===== src/rtl/ads1115_pkg.sv =====
// ads1115_pkg
//   Shared definitions for the ADS1115 channel scanner:
//   - register pointer bytes (CONFIG / CONVERSION)
//   - config-word field encodings (OS, MUX, PGA, MODE, DR, comparator)
//   - scanner state encoding
//   - helpers: config-word builder and channel-mask search functions
package ads1115_pkg;

  // Register pointer bytes
  localparam logic [7:0] PTR_CONV   = 8'h00;
  localparam logic [7:0] PTR_CONFIG = 8'h01;

  // Config-word field encodings
  localparam logic       OS_START     = 1'b1;     // start a single conversion
  localparam logic       MUX_SE       = 1'b1;     // MUX[2]=1: AINn versus GND
  localparam logic       MODE_SINGLE  = 1'b1;     // single-shot mode
  localparam logic [2:0] PGA_4V096    = 3'b001;   // +/-4.096 V full scale
  localparam logic [2:0] DR_128SPS    = 3'b100;   // 128 samples per second
  localparam logic [4:0] COMP_DISABLE = 5'b00011; // comparator off, ALERT high-Z

  // Width of the wait timer; covers several hundred ms at 50 MHz
  localparam int TIMER_W = 24;

  typedef enum logic [3:0] {
    ST_IDLE       = 4'd0,
    ST_WR_CFG     = 4'd1,
    ST_W_CFG      = 4'd2,
    ST_CONV_WAIT  = 4'd3,
    ST_SET_PTR    = 4'd4,
    ST_W_PTR      = 4'd5,
    ST_RD         = 4'd6,
    ST_W_RD       = 4'd7,
    ST_STORE      = 4'd8,
    ST_NEXT       = 4'd9,
    ST_POLL_PTR   = 4'd10,
    ST_W_POLL_PTR = 4'd11,
    ST_POLL_RD    = 4'd12,
    ST_W_POLL_RD  = 4'd13
  } state_t;

  // Single-shot, single-ended config word for channel ch.
  function automatic logic [15:0] cfg_word(input logic [1:0] ch,
                                           input logic [2:0] pga,
                                           input logic [2:0] dr);
    return {OS_START, MUX_SE, ch, pga, MODE_SINGLE, dr, COMP_DISABLE};
  endfunction

  // Index of the lowest set bit of mask (0 when mask is empty).
  function automatic logic [1:0] lowest_set(input logic [3:0] mask);
    logic [1:0] idx;
    idx = 2'd0;
    for (int i = 3; i >= 0; i--) begin
      idx = mask[i] ? 2'(i) : idx;
    end
    return idx;
  endfunction

  // {found, idx}: lowest set bit of mask strictly above ch.
  function automatic logic [2:0] next_set(input logic [3:0] mask,
                                          input logic [1:0] ch);
    logic [2:0] res;
    res = 3'b000;
    for (int i = 3; i >= 0; i--) begin
      res = (mask[i] && (i > int'(ch))) ? {1'b1, 2'(i)} : res;
    end
    return res;
  endfunction

endpackage


===== src/rtl/ads1115_wait_timer.sv =====
// ads1115_wait_timer
//   Loadable down-counter. After a load of value V the terminal pulse tc
//   is high in the (V+1)-th cycle, so loading N-1 gives an N-cycle wait.
// Ports:
//   clk, rst  clock, asynchronous active-high reset
//   load      load load_val and start counting
//   load_val  initial count
//   tc        one-cycle terminal-count pulse
module ads1115_wait_timer
  import ads1115_pkg::*;
(
  input  logic               clk,
  input  logic               rst,
  input  logic               load,
  input  logic [TIMER_W-1:0] load_val,
  output logic               tc
);

  logic [TIMER_W-1:0] cnt_r;
  logic               run_r;

  // Count register: loads, then decrements to zero and stops
  always_ff @(posedge clk or posedge rst) begin
    if (rst) begin
      cnt_r <= {TIMER_W{1'b0}};
      run_r <= 1'b0;
    end else if (load) begin
      cnt_r <= load_val;
      run_r <= 1'b1;
    end else if (run_r) begin
      if (cnt_r == {TIMER_W{1'b0}}) begin
        run_r <= 1'b0;
      end else begin
        cnt_r <= cnt_r - {{(TIMER_W-1){1'b0}}, 1'b1};
      end
    end
  end

  assign tc = run_r && (cnt_r == {TIMER_W{1'b0}});

endmodule


===== src/rtl/ads1115_channel_scanner.sv =====
// ads1115_channel_scanner
//   Drives an I2C transaction engine through ADS1115 single-shot conversions
//   on the channels selected by CH_MASK: config write, conversion wait,
//   pointer write to CONV, 16-bit read. Each result is published with a
//   one-cycle sample_valid and kept per channel in result_flat.
//   Build option ADS1115_READY_POLL_EN: the fixed conversion wait becomes
//   OS-bit polling (gap, pointer-only write of CONFIG, read; repeat until
//   bit15 = 1).
// Ports:
//   clk, rst                       clock, asynchronous active-high reset
//   scan_en / scan_once            continuous passes / single pass request
//   txn_start, txn_addr, txn_rw,   transaction request to the engine,
//   txn_reg, txn_wdata,            fields held from txn_start to txn_done
//   txn_ptr_only
//   txn_busy, txn_done, txn_nack,  engine status and read data
//   txn_rdata
//   sample_valid/ch/data           published sample
//   result_flat                    latest result per channel, AINn at [16n+:16]
//   busy                           pass in progress
//   err_count                      saturating NACK count
module ads1115_channel_scanner
  import ads1115_pkg::*;
#(
  parameter logic [6:0] I2C_ADDR         = 7'b1001000,
  parameter logic [3:0] CH_MASK          = 4'b1111,
  parameter logic [2:0] PGA              = PGA_4V096,
  parameter logic [2:0] DR               = DR_128SPS,
  parameter int         CONV_WAIT_CYCLES = 400000,
  parameter int         POLL_GAP_CYCLES  = 5000
) (
  input  logic        clk,
  input  logic        rst,
  input  logic        scan_en,
  input  logic        scan_once,
  output logic        txn_start,
  output logic [6:0]  txn_addr,
  output logic        txn_rw,
  output logic [7:0]  txn_reg,
  output logic [15:0] txn_wdata,
  output logic        txn_ptr_only,
  input  logic        txn_busy,
  input  logic        txn_done,
  input  logic        txn_nack,
  input  logic [15:0] txn_rdata,
  output logic        sample_valid,
  output logic [1:0]  sample_ch,
  output logic [15:0] sample_data,
  output logic [63:0] result_flat,
  output logic        busy,
  output logic [7:0]  err_count
);

`ifdef ADS1115_READY_POLL_EN
  localparam logic [TIMER_W-1:0] WAIT_LOAD = TIMER_W'(POLL_GAP_CYCLES - 1);
  logic unused_param_s;
  assign unused_param_s = ^CONV_WAIT_CYCLES;
`else
  localparam logic [TIMER_W-1:0] WAIT_LOAD = TIMER_W'(CONV_WAIT_CYCLES - 1);
  logic unused_param_s;
  assign unused_param_s = ^POLL_GAP_CYCLES;
`endif

  state_t      state_r, state_nxt;
  logic [1:0]  ch_r;
  logic [15:0] rdata_r;

  logic        issue_s, issue_rw_s, issue_ptr_s;
  logic [7:0]  issue_reg_s;
  logic [15:0] issue_wdata_s;
  logic        nack_s, rd_cap_s, store_s;
  logic        pass_start_s, pass_end_s, adv_s;
  logic [1:0]  adv_ch_s;
  logic [2:0]  nxt_s;
  logic        tmr_load_s, tmr_tc_s;

  ads1115_wait_timer u_wait_timer (
    .clk      (clk),
    .rst      (rst),
    .load     (tmr_load_s),
    .load_val (WAIT_LOAD),
    .tc       (tmr_tc_s)
  );

  // State register
  always_ff @(posedge clk or posedge rst) begin
    if (rst) begin
      state_r <= ST_IDLE;
    end else begin
      state_r <= state_nxt;
    end
  end

  // Next-state logic and per-cycle control strobes
  always_comb begin
    state_nxt     = state_r;
    issue_s       = 1'b0;
    issue_rw_s    = 1'b0;
    issue_reg_s   = PTR_CONV;
    issue_wdata_s = 16'h0000;
    issue_ptr_s   = 1'b0;
    nack_s        = 1'b0;
    rd_cap_s      = 1'b0;
    store_s       = 1'b0;
    pass_start_s  = 1'b0;
    pass_end_s    = 1'b0;
    adv_s         = 1'b0;
    adv_ch_s      = ch_r;
    tmr_load_s    = 1'b0;
    nxt_s         = next_set(CH_MASK, ch_r);
    case (state_r)
      ST_IDLE: begin
        if ((scan_en || scan_once) && (CH_MASK != 4'b0000)) begin
          pass_start_s = 1'b1;
          state_nxt    = ST_WR_CFG;
        end else begin
          state_nxt = ST_IDLE;
        end
      end
      ST_WR_CFG: begin
        if (!txn_busy) begin
          issue_s       = 1'b1;
          issue_reg_s   = PTR_CONFIG;
          issue_wdata_s = cfg_word(ch_r, PGA, DR);
          state_nxt     = ST_W_CFG;
        end else begin
          state_nxt = ST_WR_CFG;
        end
      end
      ST_W_CFG: begin
        if (txn_done && txn_nack) begin
          nack_s    = 1'b1;
          state_nxt = ST_NEXT;
        end else if (txn_done) begin
          tmr_load_s = 1'b1;
          state_nxt  = ST_CONV_WAIT;
        end else begin
          state_nxt = ST_W_CFG;
        end
      end
      ST_CONV_WAIT: begin
        if (tmr_tc_s) begin
`ifdef ADS1115_READY_POLL_EN
          state_nxt = ST_POLL_PTR;
`else
          state_nxt = ST_SET_PTR;
`endif
        end else begin
          state_nxt = ST_CONV_WAIT;
        end
      end
`ifdef ADS1115_READY_POLL_EN
      ST_POLL_PTR: begin
        if (!txn_busy) begin
          issue_s     = 1'b1;
          issue_reg_s = PTR_CONFIG;
          issue_ptr_s = 1'b1;
          state_nxt   = ST_W_POLL_PTR;
        end else begin
          state_nxt = ST_POLL_PTR;
        end
      end
      ST_W_POLL_PTR: begin
        if (txn_done && txn_nack) begin
          nack_s    = 1'b1;
          state_nxt = ST_NEXT;
        end else if (txn_done) begin
          state_nxt = ST_POLL_RD;
        end else begin
          state_nxt = ST_W_POLL_PTR;
        end
      end
      ST_POLL_RD: begin
        if (!txn_busy) begin
          issue_s     = 1'b1;
          issue_rw_s  = 1'b1;
          issue_reg_s = PTR_CONFIG;
          state_nxt   = ST_W_POLL_RD;
        end else begin
          state_nxt = ST_POLL_RD;
        end
      end
      ST_W_POLL_RD: begin
        if (txn_done && txn_nack) begin
          nack_s    = 1'b1;
          state_nxt = ST_NEXT;
        end else if (txn_done && txn_rdata[15]) begin
          // OS bit back at 1: conversion finished
          state_nxt = ST_SET_PTR;
        end else if (txn_done) begin
          tmr_load_s = 1'b1;
          state_nxt  = ST_CONV_WAIT;
        end else begin
          state_nxt = ST_W_POLL_RD;
        end
      end
`endif
      ST_SET_PTR: begin
        if (!txn_busy) begin
          issue_s     = 1'b1;
          issue_reg_s = PTR_CONV;
          issue_ptr_s = 1'b1;
          state_nxt   = ST_W_PTR;
        end else begin
          state_nxt = ST_SET_PTR;
        end
      end
      ST_W_PTR: begin
        if (txn_done && txn_nack) begin
          nack_s    = 1'b1;
          state_nxt = ST_NEXT;
        end else if (txn_done) begin
          state_nxt = ST_RD;
        end else begin
          state_nxt = ST_W_PTR;
        end
      end
      ST_RD: begin
        if (!txn_busy) begin
          issue_s     = 1'b1;
          issue_rw_s  = 1'b1;
          issue_reg_s = PTR_CONV;
          state_nxt   = ST_W_RD;
        end else begin
          state_nxt = ST_RD;
        end
      end
      ST_W_RD: begin
        if (txn_done && txn_nack) begin
          nack_s    = 1'b1;
          state_nxt = ST_NEXT;
        end else if (txn_done) begin
          rd_cap_s  = 1'b1;
          state_nxt = ST_STORE;
        end else begin
          state_nxt = ST_W_RD;
        end
      end
      ST_STORE: begin
        store_s   = 1'b1;
        state_nxt = ST_NEXT;
      end
      ST_NEXT: begin
        if (nxt_s[2]) begin
          adv_s     = 1'b1;
          adv_ch_s  = nxt_s[1:0];
          state_nxt = ST_WR_CFG;
        end else if (scan_en) begin
          adv_s     = 1'b1;
          adv_ch_s  = lowest_set(CH_MASK);
          state_nxt = ST_WR_CFG;
        end else begin
          pass_end_s = 1'b1;
          state_nxt  = ST_IDLE;
        end
      end
      default: begin
        state_nxt = ST_IDLE;
      end
    endcase
  end

  // Registered outputs, channel index and captured read data
  always_ff @(posedge clk or posedge rst) begin
    if (rst) begin
      txn_start    <= 1'b0;
      txn_addr     <= 7'd0;
      txn_rw       <= 1'b0;
      txn_reg      <= 8'h00;
      txn_wdata    <= 16'h0000;
      txn_ptr_only <= 1'b0;
      sample_valid <= 1'b0;
      sample_ch    <= 2'd0;
      sample_data  <= 16'h0000;
      result_flat  <= 64'd0;
      busy         <= 1'b0;
      err_count    <= 8'd0;
      ch_r         <= 2'd0;
      rdata_r      <= 16'h0000;
    end else begin
      txn_start <= issue_s;
      // Fields change only on a new request, so they stay stable until txn_done
      if (issue_s) begin
        txn_addr     <= I2C_ADDR;
        txn_rw       <= issue_rw_s;
        txn_reg      <= issue_reg_s;
        txn_wdata    <= issue_wdata_s;
        txn_ptr_only <= issue_ptr_s;
      end
      if (pass_start_s) begin
        busy <= 1'b1;
        ch_r <= lowest_set(CH_MASK);
      end else if (adv_s) begin
        ch_r <= adv_ch_s;
      end
      if (pass_end_s) begin
        busy <= 1'b0;
      end
      if (nack_s && (err_count != 8'hFF)) begin
        err_count <= err_count + 8'd1;
      end
      if (rd_cap_s) begin
        rdata_r <= txn_rdata;
      end
      // STORE latches; the strobe is therefore visible in the NEXT cycle
      sample_valid <= store_s;
      if (store_s) begin
        sample_data                      <= rdata_r;
        sample_ch                        <= ch_r;
        result_flat[{ch_r, 4'b0000} +: 16] <= rdata_r;
      end
    end
  end

endmodule

===== config.mk =====
export PLATFORM = sky130hd
export DESIGN_NAME = ads1115_channel_scanner
export DESIGN_NICKNAME = d
export VERILOG_FILES = /design/src/rtl/ads1115_pkg.sv /design/src/rtl/ads1115_wait_timer.sv /design/src/rtl/ads1115_channel_scanner.sv
export SDC_FILE = /design/constraint.sdc
export NUM_CORES = 1
export LEC_CHECK = 0
export BUFFER_PORTS_ARGS = -buffer_cell sky130_fd_sc_hd__buf_2
export CORE_UTILIZATION = 40
export CTS_CLUSTER_SIZE = 10
export DETAILED_ROUTE_END_ITERATION = 8
export GPL_TIMING_DRIVEN = 0
export PLACE_DENSITY_LB_ADDON = 0.25
export SYNTH_ARGS = -nofsm -noshare
export SYNTH_HDL_FRONTEND = slang
export SYNTH_SLANG_ARGS = --single-unit

===== constraint.sdc =====
create_clock -name clk -period 7.73 [get_ports clk]
set_input_delay 0.773 -clock clk [delete_from_list [all_inputs] [get_ports clk]]
set_output_delay 0.773 -clock clk [all_outputs]
set_load 0.03 [all_outputs]

### Yosys cells after proc, flatten, opt, wreduce, memory -nomap -nowiden

Index checks and enable logic that the tools add are counted.

| word-level totals | value |
|---|---|
| RAM bits | 0 |
| bits of input ports | 23 |
| latch bits | 0 |
| memory bits (read-only) | 0 |
| memories kept | 0 |
| register bits after elaboration | 167 |
| logic and storage cells | 105 |
| output and inout port bits | 126 |

| operators by class | value |
|---|---|
| multiplexer cells | 54 |
| multiply operators | 0 |
| $add $sub $neg | 3 |
| div/mod/pow operators | 0 |
| shifts and indexed selects | 2 |
| $lt $le $gt $ge | 3 |
| bitwise logic cells | 0 |
| eq/ne operators | 11 |
| reduce and logical (&&, ||, !) cells | 15 |

Operators by type and width:

| operator | count |
|---|---|
| 2-to-1 mux 24 bit | 3 |
| bitwise mux 64 bit | 1 |
| variable shift 16 x 8 -> 64 bit, first input constant | 1 |
| indexed part select 16 x 8 -> 64 bit | 1 |
| case mux 4 bit (10 select lines) | 1 |
| 2-to-1 mux 1 bit | 32 |
| 2-to-1 mux 16 bit | 2 |
| zero test 24 bit | 1 |
| subtractor 24 x 1 -> 24 bit, second input constant | 1 |
| == test 4 x 3 -> 1 bit, second input constant | 4 |
| 2-to-1 mux 4 bit | 4 |
| 2-to-1 mux 2 bit | 7 |
| 2-to-1 mux 3 bit | 4 |
| adder 8 x 1 -> 8 bit, second input constant | 1 |
| == test 4 x 2 -> 1 bit, second input constant | 2 |
| == test 4 bit, second input constant | 2 |
| inequality test 8 bit, second input constant | 1 |
| negation 6 -> 8 bit | 1 |
| nonzero test 2 bit | 4 |
| OR reduction 3 bit | 2 |
| == test 4 x 1 -> 1 bit, second input constant | 1 |
| greater-than comparator 2 bit, first input constant | 2 |
| zero test 4 bit | 1 |
| logical AND 1 bit | 3 |
| 6 further kinds | 6 |

### Logic depth before layout (Yosys ltp)

| logic depth | value |
|---|---|
| depth in word-level cells | 8 |
| depth in mapped cells | 8 |
| depth with buffers taken out | 7 |

### Cells and area by module

From an unflattened synthesis, not the netlist that was laid out.

| second synthesis, totals | value |
|---|---|
| cells, all modules | 685 |
| area total of the unflattened synthesis | 6981.7 um2 |

Modules (own cells, without submodules):

| module | instances | area an instance (um2) | cells an instance |
|---|---|---|---|
| ads1115_channel_scanner | 1 | 5312.6 | 512 |
| ads1115_wait_timer | 1 | 1669.1 | 173 |

### Worst setup path after synthesis

Ideal clock, no wire load.

| path | value |
|---|---|
| kind | input to register |
| start | input txn_nack |
| end | register rdata_r[0] |
| cell stages on the path | 4 |
| data arrival time | 1.949 ns |
| path slack | 5.656 ns |
| path buffers | 1 |
| cell sequence | nand2b_1 nor3_2 buf_2 mux2_2 |

| on the way | value |
|---|---|
| cells in the longest elaborated chain, start to end | 3 |

RTL lines:

| element | RTL line | RTL |
|---|---|---|
| from (decl) | ads1115_channel_scanner.sv:43 | `input logic txn_nack,` |
| logical AND 1 bit | ads1115_channel_scanner.sv:228 | `if (txn_done && txn_nack) begin` |
| 2-to-1 mux 1 bit | ads1115_channel_scanner.sv:228 |  |
| 2-to-1 mux 1 bit | ads1115_channel_scanner.sv:110 | `case (state_r)` |
| to (signal assigned) | ads1115_channel_scanner.sv:302 | `rdata_r <= txn_rdata;` |
| to (decl) | ads1115_channel_scanner.sv:65 | `logic [15:0] rdata_r;` |

Every way passes these cells.
A chain may end at the register's enable or synchronous reset.

### Worst setup path in the final report

| path | value |
|---|---|
| start | register ch_r[0] |
| end | register result_flat[48] |

| on the way | value |
|---|---|
| cells in the longest elaborated chain, start to end | 3 |
| elaborated cells between the ends (all ways) | 4 |

RTL lines:

| element | RTL line | RTL |
|---|---|---|
| from (decl) | ads1115_channel_scanner.sv:64 | `logic [1:0] ch_r;` |
| from (signal assigned) | ads1115_channel_scanner.sv:291 | `ch_r <= lowest_set(CH_MASK);` |
| from (signal assigned) | ads1115_channel_scanner.sv:293 | `ch_r <= adv_ch_s;` |
| negation 6 -> 8 bit * | ads1115_channel_scanner.sv:309 | `result_flat[{ch_r, 4'b0000} +: 16] <= rdata_r;` |
| indexed part select 16 x 8 -> 64 bit or variable shift 16 x 8 -> 64 bit (tied branches) | ads1115_channel_scanner.sv:309 |  |
| bitwise mux 64 bit * | ads1115_channel_scanner.sv:309 |  |
| to (signal, indexed assignment) | ads1115_channel_scanner.sv:309 |  |
| to (decl) | ads1115_channel_scanner.sv:48 | `output logic [63:0] result_flat,` |

Every way passes the cells marked *; elsewhere a longest branch is shown, timed or not.

==> impl_results.md <==
- CTS sink cnt: 146
- Most common cell after layout, fill and taps aside: nand2_1
- Critical Path End Type: flip-flop
- Die X: 131 um
- CP arrival: 3.13 ns
- Number of global-route vias before repair: 4696
- DIE HEIGHT: 131 um
- Mapped Avg Cell Area: 10.1 sq um
- Rel. slew slack: 32.7%
- Synth Cell Area: 6630 sq um
- DP HPWL: 11500 um
- CP max stage delay: 0.82 ns
- Finished Layout Cells: 1049
- Largest family of logic cells by synthesized area: simple AND/OR/NAND/NOR gates
- Initial DRT Pass Iterations: 5
- Finished Cell Area: 8280 sq um
- H-tree depth: 4
- CP startpoint kind: flip-flop
- Num CTS Buffers: 17
- Hold_ws: 0.395 ns
- Port bufs: 129
- Most frequent cells in the layout: nand2_1, dfrtp_1, buf_2
- Final setup viols: 0
- EDFF count, synth: 0
- # fillers: 1529
- Crit-path cells: inv_1, ha_1, nor3_1, clkbuf_1, nand2_1, o21ai_0
- Mux share of post-synthesis cell area: 6.25%
- # rows: 46
- Asr flop ratio synth: 100%
- Compound-Gate Fraction of Synth Area: 9.54%
- Synth Area in Adders: 1.70%
- Cells after Synth: 653
- Final #Nets: 852
- CTS tree: built
- GP Congestion: 0.833
- Cts repair resizes: 0
- Final hold vios: 0
- Worst-Margin Slew: 1.00 ns
- Core ar.: 16000 sq um
- Remaining DRCs: 0
- Via count: 5132
- DP Area: 7640 sq um
- Final Max Slew Viols: 0
- Area grow syn2layout: 24.9%
- Status: completed
- Final Cycle Share: 36.5%
- Root Driver: clkbuf_16
- Share of cells above drive strength 1: 29.4%
- Register Area: 3650 sq um
- Post CTS Setup Buffer Count: 0
- Ant diodes: 0
- Vias/cell: 4.89
- Top FF cell, synth: dfrtp_1
- Pin count of the biggest net entering global routing: 98
- First-pass GRT wire length: 25600 um
- Critical path peak fanout: 10
- Multi-input logic area: 2670 sq um
- Seq cells post-synth: 146
- Setup total negative slack: 0 ns
- Ports: 149
- Clk slew on worst S/H paths: 0.06 ns
- CP top delay family: simple AND/OR/NAND/NOR gates
- Clock Skews: 0.00582 ns
- Worst setup path class: reg2reg
- ANT nets after route: 0
- Clock Path Buffers: 2
- RSZ-0062 raised after global routing: no
- Tmin final: 2.82 ns
- Yosys synthesis warning count: 0
- Tot GR Track Use: 19.9%
- Post-synthesis xor/xnor area fraction: 3.04%
- Final WL: 16100 um
- Initial antenna violation count: 0
- Simple logic cell fraction of the synthesized area: 18.7%
- Initial DRC count: 370
- Fmax: 355 MHz
- Hold-fix buffers, CTS: 0
- Initial core utilization: 41.4%
- Worst Path Required: 8.05 ns
- Slowest CP cell: nor3_1
- WP buf/inv: 2
- Die area: 17100 sq um
- Avg WL per Cell: 15.3 um
- Congestion Overflow GR: 0
- Placed Cells: 1017
- Sequential area share after synthesis: 55.1%
- Worst skew pair latency: 0.42 ns
- Fin util: 51.7%
- MaxCap Viol Count: 0
- P per Cell Area: 310 nW/um^2
- Lkg Pwr: 0.00393 uW
- Synth unique cells: 58
- HP Class: in2async
- Max IR drop VDD: 0.164 mV
-- final timing paths --
| kind | startpoint | to | slack (ns) | cells past startpoint |
|---|---|---|---|---|
| max | ch_r[0] | result_flat[48] | 4.91 | 6 |
| min | rst | result_flat[51] | 0.39 | 2 |
| max reg2reg | ch_r[0] | result_flat[48] | 4.91 | 6 |
| min reg2reg | result_flat[62] | result_flat[62] | 0.47 | 2 |
| max in group asynchronous | rst | state_r[3] | 6.50 | 3 |
| min in group clk | result_flat[62] | result_flat[62] | 0.47 | 2 |
-- report_power, final --
group	leakage, uW	total [uW]	internal, uW	switching [uW]
Combinational	0.00171	658	229	429
Clock	0.000291	885	558	327
Sequential	0.00192	1030	895	131
-- final cells by class --
class / count / area share, %
clock inverter: 12 / 2.16
clock buffer: 20 / 5.52
multi-input combinational: 459 / 32.3
timing repair buffer: 130 / 8.13
tap: 216 / 3.27
sequential: 146 / 44.1
inverter: 8 / 0.423
buffer: 58 / 4.07
-- cell families after synthesis --
family	after synthesis
xor+xnor	23
other cells	1
buf+inv	66
flops	146
mux	37
simple gates	263
fa+ha+maj	9
compound gates	108
-- cell usage after synthesis (8+ instances only) --
library cell / n / area share, %
nor3_1: 13 / 0.98
o21ai_0: 72 / 5.4
xnor2_1: 15 / 2.0
clkbuf_1: 23 / 1.3
nor2_1: 30 / 1.7
dfrtp_1: 146 / 55
buf_4: 28 / 3.2
ha_1: 9 / 1.7
xor2_1: 8 / 1.1
inv_1: 8 / 0.45
nand2_1: 157 / 8.9
mux2_2: 35 / 5.9
nand2b_1: 10 / 0.94
-- stage by stage --
stage / power [uW] / setup slack [ns]
after floorplan: 1490 / 3.03
after global placement: 1690 / 1.23
after detailed placement: 1690 / 4.93
after CTS: 2590 / 4.85
after global routing: 2710 / 4.71
final: 2570 / 4.91
-- routing by layer --
metal  vias up  GRT usage (%)  wire [um]
li1       2525              -          -
met1      2439           28.4       7440
met2       150           29.7       7470
met3        18           4.60        969
met4         0           6.96        214
met5         -              0          0
-- registers in the layout, indices dropped and copies added, names as in the netlist --
register            flops
rdata_r                16
txn_wdata               3
txn_start               1
u_wait_timer.run_r      1
txn_ptr_only            1
u_wait_timer.cnt_r     24
sample_ch               2
sample_valid            1
state_r                 4
ch_r                    2
err_count               8
busy                    1
txn_addr                1
txn_rw                  1
result_flat            64
sample_data            16
(Power assumes the default switching activity.)
